### config.mk
export PLATFORM = sky130hd
export DESIGN_NAME = fetch_unit
export DESIGN_NICKNAME = d
export VERILOG_FILES = /design/src/rtl/fetch_unit.sv
export SDC_FILE = /design/constraint.sdc
export NUM_CORES = 1
export LEC_CHECK = 0
export ABC_AREA = 1
export BUFFER_PORTS_ARGS = -buffer_cell sky130_fd_sc_hd__buf_2
export CAP_MARGIN = 0
export CORE_UTILIZATION = 45
export DETAILED_ROUTE_END_ITERATION = 8
export PLACE_DENSITY_LB_ADDON = 0.05
export SYNTH_ARGS = -nofsm -noshare
export SYNTH_HDL_FRONTEND = slang
export SYNTH_SLANG_ARGS = --single-unit
### constraint.sdc
create_clock -name clk_i -period 2.45 [get_ports clk_i]
set_input_delay 0.1225 -clock clk_i [delete_from_list [all_inputs] [get_ports clk_i]]
set_output_delay 0.1225 -clock clk_i [all_outputs]
set_load 0.005 [all_outputs]
### src/rtl/fetch_unit.sv
// fetch_unit: fetch stage feeding the IF/ID register (instr_f, pc_f, pc_plus_4_f).
// Owns the PC and keeps one request outstanding to instruction memory.
// It honours decode stall and branch/jump redirects, and drops responses
// that a redirect has made stale. A NOP bubble is presented when nothing valid is held.
//
// Ports:
//   clk_i, rst_ni                 clock, asynchronous active-low reset
//   stall_i                       decode stalled; the held instruction is not consumed
//   redirect_i, redirect_pc_i     branch/jump taken and its target (wins over stall)
//   imem_req_o, imem_addr_o       one-cycle request pulse and address (always accepted)
//   imem_rvalid_i, imem_rdata_i   in-order response, one per request
//   instr_f, pc_f, pc_plus_4_f    fetch-side IF/ID inputs
//   fetch_valid_o                 instr_f holds a real instruction
//   fetch_count_o                 number of instructions consumed by decode
module fetch_unit #(
    parameter int unsigned     DW       = 32,
    parameter logic [DW-1:0]   RESET_PC = '0
) (
    input  logic          clk_i,
    input  logic          rst_ni,
    input  logic          stall_i,
    input  logic          redirect_i,
    input  logic [DW-1:0] redirect_pc_i,
    output logic          imem_req_o,
    output logic [DW-1:0] imem_addr_o,
    input  logic          imem_rvalid_i,
    input  logic [DW-1:0] imem_rdata_i,
    output logic [DW-1:0] instr_f,
    output logic [DW-1:0] pc_f,
    output logic [DW-1:0] pc_plus_4_f,
    output logic          fetch_valid_o,
    output logic [31:0]   fetch_count_o
);

    localparam int unsigned   CW      = 32;
    localparam logic [DW-1:0] NOP     = DW'(32'h0000_0013);
    localparam logic [DW-1:0] PC_STEP = DW'(4);

    typedef enum logic [1:0] {
        S_ISSUE = 2'd0,
        S_WAIT  = 2'd1,
        S_VALID = 2'd2,
        S_DROP  = 2'd3
    } state_e;

    state_e        state_q, state_d;
    logic [DW-1:0] pc_q, pc_d;
    logic [DW-1:0] instr_q, instr_d;
    logic [CW-1:0] cnt_q, cnt_d;
    logic [DW-1:0] target;

    // Redirect targets are word aligned; the low two bits are cleared.
    assign target = redirect_pc_i & ~DW'(3);

    // State and datapath registers.
    always_ff @(posedge clk_i or negedge rst_ni) begin
        if (!rst_ni) begin
            state_q <= S_ISSUE;
            pc_q    <= RESET_PC;
            instr_q <= NOP;
            cnt_q   <= '0;
        end else begin
            state_q <= state_d;
            pc_q    <= pc_d;
            instr_q <= instr_d;
            cnt_q   <= cnt_d;
        end
    end

    // Next state. DROP owes exactly one response; its arrival ends DROP even if
    // a further redirect lands in the same cycle, since that redirect issued nothing.
    always_comb begin
        state_d = state_q;
        case (state_q)
            S_ISSUE: state_d = redirect_i ? S_DROP : S_WAIT;
            S_WAIT: begin
                if (redirect_i) begin
                    state_d = imem_rvalid_i ? S_ISSUE : S_DROP;
                end else if (imem_rvalid_i) begin
                    state_d = S_VALID;
                end
            end
            S_DROP: begin
                if (imem_rvalid_i) begin
                    state_d = S_ISSUE;
                end
            end
            S_VALID: begin
                if (redirect_i || !stall_i) begin
                    state_d = S_ISSUE;
                end
            end
            default: state_d = S_ISSUE;
        endcase
    end

    // PC, instruction and consume-count updates. A redirect retargets the PC in any state.
    always_comb begin
        pc_d    = pc_q;
        instr_d = instr_q;
        cnt_d   = cnt_q;
        if (redirect_i) begin
            pc_d = target;
        end else if (state_q == S_VALID && !stall_i) begin
            pc_d  = pc_q + PC_STEP;
            cnt_d = cnt_q + CW'(1);
        end
        if (state_q == S_WAIT && imem_rvalid_i && !redirect_i) begin
            instr_d = imem_rdata_i;
        end
    end

    // Outputs depend on registered state only; the request is masked while reset is held.
    always_comb begin
        imem_req_o    = 1'b0;
        fetch_valid_o = 1'b0;
        instr_f       = NOP;
        case (state_q)
            S_ISSUE: imem_req_o = rst_ni;
            S_VALID: begin
                fetch_valid_o = 1'b1;
                instr_f       = instr_q;
            end
            default: ;
        endcase
    end

    assign imem_addr_o   = pc_q;
    assign pc_f          = pc_q;
    assign pc_plus_4_f   = pc_q + PC_STEP;
    assign fetch_count_o = cnt_q;

endmodule

==> results of run 1 <==
==> Yosys cell counts, types with 5 or more instances <==
library cell,instances,area share
nand2_1,258,0.17
nor2_1,126,0.081
inv_1,107,0.069
dfrtp_1,93,0.40
nand3_1,40,0.034
buf_4,36,0.046
a21oi_1,32,0.027
xor2_1,21,0.032
o21ai_0,16,0.014
xnor2_1,14,0.021
clkbuf_1,10,0.0064
nand4_1,8,0.0086
nor2_4,8,0.015
buf_2,5,0.0043
nor2_2,5,0.0054
==> sequential cells by signal, summed over array words and instances (netlist names) <==
| name | count |
|---|---|
| state_q | 2 |
| fetch_count_o | 32 |
| instr_q | 32 |
| imem_addr_o | 30 |
==> cells in the final DEF (no fill, tap or decap), drive strengths merged, types with 14 or more instances in the layout <==
master and instances:
buf 233, nand3 42, xor2 23, nor2 140, o21ai 16, a21oi 32
dfrtp 93, nand2 263, inv 109, xnor2 14
==> worst max path at each step <==
stage / from / to / slack (ns) / cells past startpoint
floorplan: imem_addr_o[3] / imem_addr_o[18] / 0.98 / 8
global placement: imem_addr_o[3] / pc_plus_4_f[16] / 0.72 / 7
detailed placement: imem_addr_o[3] / pc_plus_4_f[16] / 0.69 / 7
CTS: imem_addr_o[3] / pc_plus_4_f[16] / 0.30 / 7
global route: imem_addr_o[3] / pc_plus_4_f[16] / 0.20 / 7
finish: imem_addr_o[3] / pc_plus_4_f[16] / 0.37 / 7
==> final cells by class <==
cell class,count,area (um2),share of cell area
multi-input combinational,566,2663,0.3639
clock buffer,11,242.7,0.03318
sequential,96,2406,0.3289
tap,172,215.2,0.02942
clock inverter,5,80.08,0.01095
inverter,110,412.9,0.05644
timing repair buffer,243,1296,0.1772
==> per-stage QoR <==
stage               worst slack, ns    util  total power [mW]  cells
floorplan                    0.9830       -             3.456    826
global placement             0.7219  0.5462             4.210   1177
detailed placement           0.6889  0.5462             4.230   1177
CTS                          0.3034  0.5797             5.801   1203
global route                 0.1951  0.5797             6.157   1203
finish                       0.3653  0.5797             5.719   1203
==> cells by family after synthesis <==
| kind of cell | Yosys count | share of synthesized area |
|---|---|---|
| DFF | 96 | 0.4127 |
| buffers and inverters | 164 | 0.1337 |
| xor gates and xnor gates | 37 | 0.05817 |
| other | 1 | 0.0006433 |
| AOI/OAI and AO/OA | 52 | 0.04572 |
| muxes | 4 | 0.007512 |
| and+or+nand+nor | 465 | 0.3372 |
| adders and majority gates | 2 | 0.004292 |
==> worst max-delay path, delay by kind of cell, from the launching register on <==
family / cells / cell delay (ns)
AND/OR/NAND/NOR: 4 / 0.58
buffers and inverters: 1 / 0.15
adder cells (fa/ha/maj): 1 / 0.23
flip-flops: 1 / 0.42
XOR/XNOR: 1 / 0.23
==> power groups by stage <==
| stage | Sequential, mW | Combinational (mW) | Clock [mW] |
|---|---|---|---|
| 4_1_cts | 2.28 | 1.94 | 1.58 |
| 5_1_grt | 2.33 | 2.19 | 1.63 |
| 6_report | 2.27 | 1.91 | 1.53 |
| 3_5_place_dp | 2.31 | 1.92 | 0 |
| 3_3_place_gp | 2.29 | 1.91 | 0 |
| 2_1_floorplan | 2.25 | 1.20 | 0 |
==> per-layer routing <==
layer / track usage / vias to the layer above / part of all wire / routed length (um)
met2: 0.4012 / 153 / 0.49 / 7294
met3: 0.03818 / 20 / 0.048 / 720
met5: 0 / - / 0 / 0
met1: 0.2913 / 2460 / 0.44 / 6564
li1: - / 2861 / - / -
met4: 0.09316 / 0 / 0.019 / 283
==> repair_timing <==
action | CTS | global route
setup endpoints to repair | 0 | 0
hold buffers | 10 | 0
hold endpoints to repair | 22 | 0
setup buffers | 0 | 0
==> out/summary.txt, run 1 <==
Min Tclk post-route: 2.085 ns
Area after DPL: 6893 um2
CP Data Arrival Time: 1.96 ns
Setup TNS: 0 ns
Post-Syn Instances: 821
WP data required: 2.33 ns
Slew HR: 0.6250
Share of cells above drive strength 1: 0.2735
I/O Buffers: 222
Vert. Die Dim: 115.8 um
Ant. Diodes: 0
Worst reg2reg path endpoint: instr_q[28]
VDD IR max: 0.4519 mV
Post-synth ARST share: 1.000
Final setup fails: 0
Net Sw Power: 1.972 mW
Die area: 13410 um2
Number of enable flip-flop cells after synthesis: 0
Mapped cell area: 5829 um2
Global-route wire length before repair: 24.07 mm
Final Max Tran Viols: 0
CTS tree: done
Layout area overhead: 25.50%
RSZ-0062 raised after global routing: no
CTS Sinks: 96
Vias in the first global route: 5011
Hpwl dp: 11.25 mm
Skew-Pair Late Insertion Delay: 0.34 ns
Pin count of the biggest net entering global routing: 43
Crit share post-route: 0.8509
Internal power: 3.747 mW
Ys flop type: dfrtp_1
RR Startpoint: state_q[1]
Reg2reg setup slack: 0.74 ns
Fill cells: 1284
Clk pwr share: 0.268
Worst-path fanout max: 5
WHS: 0.02454 ns
LEAKAGE: 4.145 nW
Maxcap violations: 0
WHS Endpoint: instr_q[10]
Hold Crit Depth: 3
Core area: 12620 um2
Worst-path cell chain: ha_1, nand2_1, nor2_1, nand2_1, nor2_1, xor2_1, buf_2
Logic pwr share: 0.334
Total global-route track usage: 0.2329
Slowest CP cell: dfrtp_1
Antenna viol nets, final: 0
Fin Clk Skew: 0.006360 ns
Synth warn: 0
Fin. Hold Viols: 0
DR WL/cell: 12.35 um
Max Root-Sink Buffers: 2
Worst slew pin tran: 0.5604 ns
# DRC: 0
Cts bufs inserted: 9
Critical path's largest stage delay: 0.42 ns
CP endpoint kind: output pin
Seq/Total Area, Yosys: 0.4127
Sequential group share of total power: 0.398
Post-CTS resize count: 0
Net Sw Frac: 0.3448
Final WL: 14.86 mm
Fin area: 7316 um2
Reg2Reg Depth: 7
# rows: 41
Die width: 115.8 um
Initial antenna violation count: 0
Hold_sp: imem_rdata_i[10]
TritonRoute pass-1 iters: 4
Avg Cell Area, Syn: 7.100 um2
FF+latch count, synth: 96
Crit path kind: flip-flop to output pin
Via density: 4.567
Crit path launch type: flip-flop
Starting density of the core: 0.4619
Clock transition at the registers of the reported paths: 0.07 ns
Root buffer cell: clkbuf_16
Netlist cell types: 35
Via count: 5494
Final #Nets: 1097
Ports: 231
Aggregate global routing overflow: 0
FMAX: 0.4797 GHz
PwrDens: 781.7 nW/um2
Status: completed
DRT iter0 DRCs: 269
Min-delay worst type: input port to flip-flop
H-tree depth: 3
Routability Congestion: 0.8365
Note: power is estimated with default switching activity, not from simulation.
==> inputs of run 2 (changes only) <==
Settings changed: CELL_PAD_IN_SITES_DETAIL_PLACEMENT set to 1, CELL_PAD_IN_SITES_GLOBAL_PLACEMENT set to 1, CORE_UTILIZATION 45 to 37.
==> out/summary.txt, run 2 (synthesis gave the netlist of run 1 again) <==
Placed insts: 1213
I/O Buffers: 222
Grt met3 use: 0.04523
PwrDens: 769.7 nW/um2
CP endpoint kind: output pin
Worst-path cell chain: ha_1, nand2_1, nor2_1, nand2_1, nor2_1, xor2_1, buf_2
WHS: 0.01601 ns
Hold Buf Count CTS: 20
Critical path's largest stage delay: 0.41 ns
Global-route wire length before repair: 28.66 mm
Hold_sp: imem_rdata_i[14]
DR WL/cell: 14.09 um
Skew-Pair Late Insertion Delay: 0.35 ns
Reg2reg setup slack: 0.56 ns
# DRC: 0
Die width: 127.5 um
Ports: 231
Routability Congestion: 0.7880
Final WL: 17.60 mm
Pin count of the biggest net entering global routing: 52
Worst slew pin tran: 0.7177 ns
FF/Latch Area: 2406 um2
Layout area overhead: 27.45%
Slowest CP cell: dfrtp_1
Crit path kind: flip-flop to output pin
Max Root-Sink Buffers: 2
Slew HR: 0.5215
Fin. Hold Viols: 0
DRT iter0 DRCs: 148
Via count: 5725
VDD IR max: 0.5760 mV
Reg2Reg Depth: 7
Min Tclk post-route: 2.147 ns
Area of the multi-input gates: 2663 um2
Initial antenna violation count: 0
Via density: 4.584
Final core occ: 0.4851
Min-delay worst type: input port to flip-flop
Busiest grt layer: met2
Hpwl dp: 13.03 mm
Most frequent cells in the layout: nand2_1, buf_2, nor2_1
TritonRoute pass-1 iters: 4
Post-CTS resize count: 0
Aggregate global routing overflow: 0
Final worst setup slack: 0.3026 ns
Starting density of the core: 0.3806
Setup TNS: 0 ns
Root buffer cell: clkbuf_16
CTS tree: done
Final #Nets: 1104
Cell family with most CP delay: simple AND/OR/NAND/NOR gates
WP data required: 2.33 ns
Antenna viol nets, final: 0
Core area: 15310 um2
LEAKAGE: 4.173 nW
CP Data Arrival Time: 2.02 ns
RR Startpoint: state_q[1]
Final setup fails: 0
CTS Sinks: 96
Vert. Die Dim: 127.5 um
Total global-route track usage: 0.2255
Fin cells: 1249
Vias in the first global route: 5542
Worst reg2reg path endpoint: instr_q[6]
Met1 usage: 0.2802
Worst-path fanout max: 5
Maxcap violations: 0
WHS Endpoint: instr_q[14]
Cts bufs inserted: 9
Die area: 16260 um2
Share of cells above drive strength 1: 0.2678
Crit path launch type: flip-flop
Fin Clk Skew: 0.009543 ns
Met2 Track Usage GR: 0.3992
Buf+Inv Stages, Crit Path: 1
Post-CTS setup buffers: 0
H-tree depth: 3
Commonest non-fill, non-tap cell in the layout: nand2_1
# rows: 45
Status: completed
Crit. path cell count: 7
Ant. Diodes: 0
FMAX: 0.4657 GHz
Clock transition at the registers of the reported paths: 0.07 ns
Crit share post-route: 0.8765
Fill cells: 2079
Final Max Tran Viols: 0
Pre-CTS setup slack: 0.5756 ns
RSZ-0062 raised after global routing: no
Hold Crit Depth: 3
[run 2: cell count changes in the layout (fill, tap and decap cells not counted), sizes merged]
| cell | before | now |
|---|---|---|
| clkinvlp | 2 | 0 |
| inv | 109 | 112 |
| buf | 233 | 230 |
| dlygate4sd3 | 10 | 20 |
| bufinv | 2 | 1 |
[run 2: through the flow]
step	power [mW]	cell area (um2)
final	5.719	7430
after global routing	6.153	7430
after CTS	5.820	7430
after detailed placement	4.278	6932
after global placement	4.234	6932
after floorplan	3.456	5848
[run 2: area by class of cell]
class,instances,share of cell area
Clock buffer,11,0.03132
Clock inverter,5,0.008757
Inverter,110,0.05557
Multi-Input combinational cell,566,0.3584
Sequential cell,96,0.3238
Tap cell,211,0.03553
Timing Repair Buffer,250,0.1866
[run 2: worst register-to-register path, cell delays in order (launching register included)]
cell and delay [ns]:
dfrtp_1 0.40, inv_2 0.10, nand2_1 0.09, inv_1 0.09
nand3_2 0.50, buf_12 0.40, nor2_1 0.12, a21oi_1 0.05
[run 2: how the worst max path moves through the flow]
stage | startpoint | endpoint | slack (ns)
after global placement | state_q[1] | instr_q[6] | 0.62
final | imem_addr_o[3] | pc_plus_4_f[16] | 0.30
after CTS | imem_addr_o[3] | pc_plus_4_f[16] | 0.26
after global routing | imem_addr_o[3] | pc_plus_4_f[26] | 0.23
after detailed placement | state_q[1] | instr_q[6] | 0.58
after floorplan | imem_addr_o[3] | imem_addr_o[18] | 0.98
[run 2: power breakdown]
group          switching, mW  internal (mW)  total, mW
registers              0.296           1.99       2.28
clock network          0.668          0.807       1.47
logic                   1.12          0.840       1.96
total                   2.09           3.63       5.72
[run 2: metal layers]
| layer | vias up | routed length [um] |
|---|---|---|
| met5 | - | 0 |
| met4 | 0 | 190 |
| met3 | 12 | 815 |
| met2 | 138 | 8806 |
| met1 | 2703 | 7789 |
| li1 | 2872 | - |
==> inputs of run 3 (changes only) <==
Settings changed: CORE_UTILIZATION 37 to 34.
Clock period 2.45 ns to 2 ns, I/O delays scaled along.
==> out/summary.txt, run 3 (synthesis gave the netlist of run 1 again) <==
Crit path launch type: flip-flop
Final worst setup slack: 0.1037 ns
Routability Congestion: 0.7714
Crit share post-route: 0.9482
Antenna viol nets, final: 0
Slew HR: 0.6129
Starting density of the core: 0.3503
LEAKAGE: 4.271 nW
WP data required: 1.90 ns
Area after DPL: 6978 um2
Pre-CTS setup slack: 0.2776 ns
VDD IR max: 0.5130 mV
CP endpoint kind: output pin
Fin Clk Skew: 0.009359 ns
Crit path kind: flip-flop to output pin
Via density: 4.514
Reg2reg setup slack: 0.38 ns
Setup TNS: 0 ns
Fin area: 7732 um2
Pin count of the biggest net entering global routing: 97
Ant. Diodes: 0
Logic pwr share: 0.347
Vias in the first global route: 5828
Status: completed
# DRC: 0
TritonRoute pass-1 iters: 4
Maxcap violations: 0
Sequential group share of total power: 0.384
PwrDens: 944.7 nW/um2
CTS Sinks: 96
Global-route wire length before repair: 29.76 mm
Vert. Die Dim: 132.9 um
RSZ-0062 raised after global routing: no
I/O Buffers: 222
DR WL/cell: 14.21 um
CP Data Arrival Time: 1.80 ns
Max Root-Sink Buffers: 2
Initial antenna violation count: 0
DRT iter0 DRCs: 186
Skew-Pair Late Insertion Delay: 0.35 ns
Most frequent cells in the layout: nand2_1, buf_2, nor2_1
Die area: 17670 um2
Aggregate global routing overflow: 0
Via count: 5765
Final setup fails: 0
FMAX: 0.5273 GHz
Worst-path fanout max: 7
Internal power: 4.672 mW
Min-delay worst type: input port to flip-flop
Ports: 231
Share of cells above drive strength 1: 0.2961
Net Sw Power: 2.633 mW
Total power: 7.305 mW
CTS tree: done
Commonest non-fill, non-tap cell in the layout: nand2_1
Cts bufs inserted: 9
Root buffer cell: clkbuf_16
Hpwl dp: 13.20 mm
Total global-route track usage: 0.2125
Fin. Hold Viols: 0
Min Tclk post-route: 1.896 ns
Net Sw Frac: 0.3604
Layout area overhead: 32.65%
Die width: 132.9 um
Final WL: 18.14 mm
Core area: 16640 um2
# rows: 47
H-tree depth: 3
Worst slew pin tran: 0.5806 ns
Clk pwr share: 0.269
Clock transition at the registers of the reported paths: 0.08 ns
Final #Nets: 1123
Final Max Tran Viols: 0
run 3: repair_timing:
item	4_1_cts	5_1_grt
buffers inserted	3	1
gates cloned	0	0
pin swaps	1	4
endpoints found under the hold margin	124	0
setup endpoints to repair	11	15
gates resized for setup	4	28
hold buffers	32	0
run 3: critical path, cell delays in order, from the launching register on:
cell	delay (ns)
dfrtp_2	0.43
nand2_1	0.11
nor2_4	0.18
nand2_4	0.11
nor2_4	0.19
nand3_1	0.11
and2_1	0.18
buf_2	0.13
run 3: final cells by class:
class | count | area (um2)
Multi-Input combinational cell | 566 | 2723
Fill cell | 2165 | 8910
Inverter | 110 | 412.9
Sequential cell | 96 | 2426
Timing Repair Buffer | 269 | 1572
Tap cell | 220 | 275.3
Clock buffer | 10 | 229.0
Clock inverter | 6 | 95.09
run 3: final timing paths:
| path | startpoint | endpoint | cells after the start |
|---|---|---|---|
| max in group asynchronous | rst_ni | imem_addr_o[11] | 3 |
| hold / removal | imem_rdata_i[30] | instr_q[30] | 3 |
| setup / recovery | imem_addr_o[4] | pc_plus_4_f[21] | 7 |
| hold reg to reg | fetch_count_o[31] | fetch_count_o[31] | 2 |
| setup reg to reg | fetch_count_o[0] | fetch_count_o[18] | 8 |
| min in group asynchronous | rst_ni | imem_addr_o[8] | 3 |
run 3: power by group through the flow:
| stage | clock network (mW) | logic, mW | registers (mW) |
|---|---|---|---|
| finish | 1.97 | 2.54 | 2.80 |
| CTS | 2.03 | 2.55 | 2.79 |
| detailed placement | 0 | 2.45 | 2.83 |
| global placement | 0 | 2.42 | 2.81 |
| global route | 2.09 | 2.89 | 2.88 |
| floorplan | 0 | 1.47 | 2.76 |
run 3: stage by stage:
step           hold WS (ns)    util  std cells
4_1_cts           0.0002321  0.4597       1276
3_5_place_dp         0.2235  0.4193       1225
6_report            0.01234  0.4646       1277
5_1_grt             0.01724  0.4646       1277
2_1_floorplan       -0.1956       -        826
3_3_place_gp         0.2185  0.4193       1225
run 3: metal layers:
layer / share of wire / up-vias / track usage
met2: 0.50 / 129 / 0.3773
met3: 0.044 / 13 / 0.03755
met1: 0.45 / 2728 / 0.2648
met5: 0 / - / 0
li1: - / 2895 / -
met4: 0.010 / 0 / 0.05300
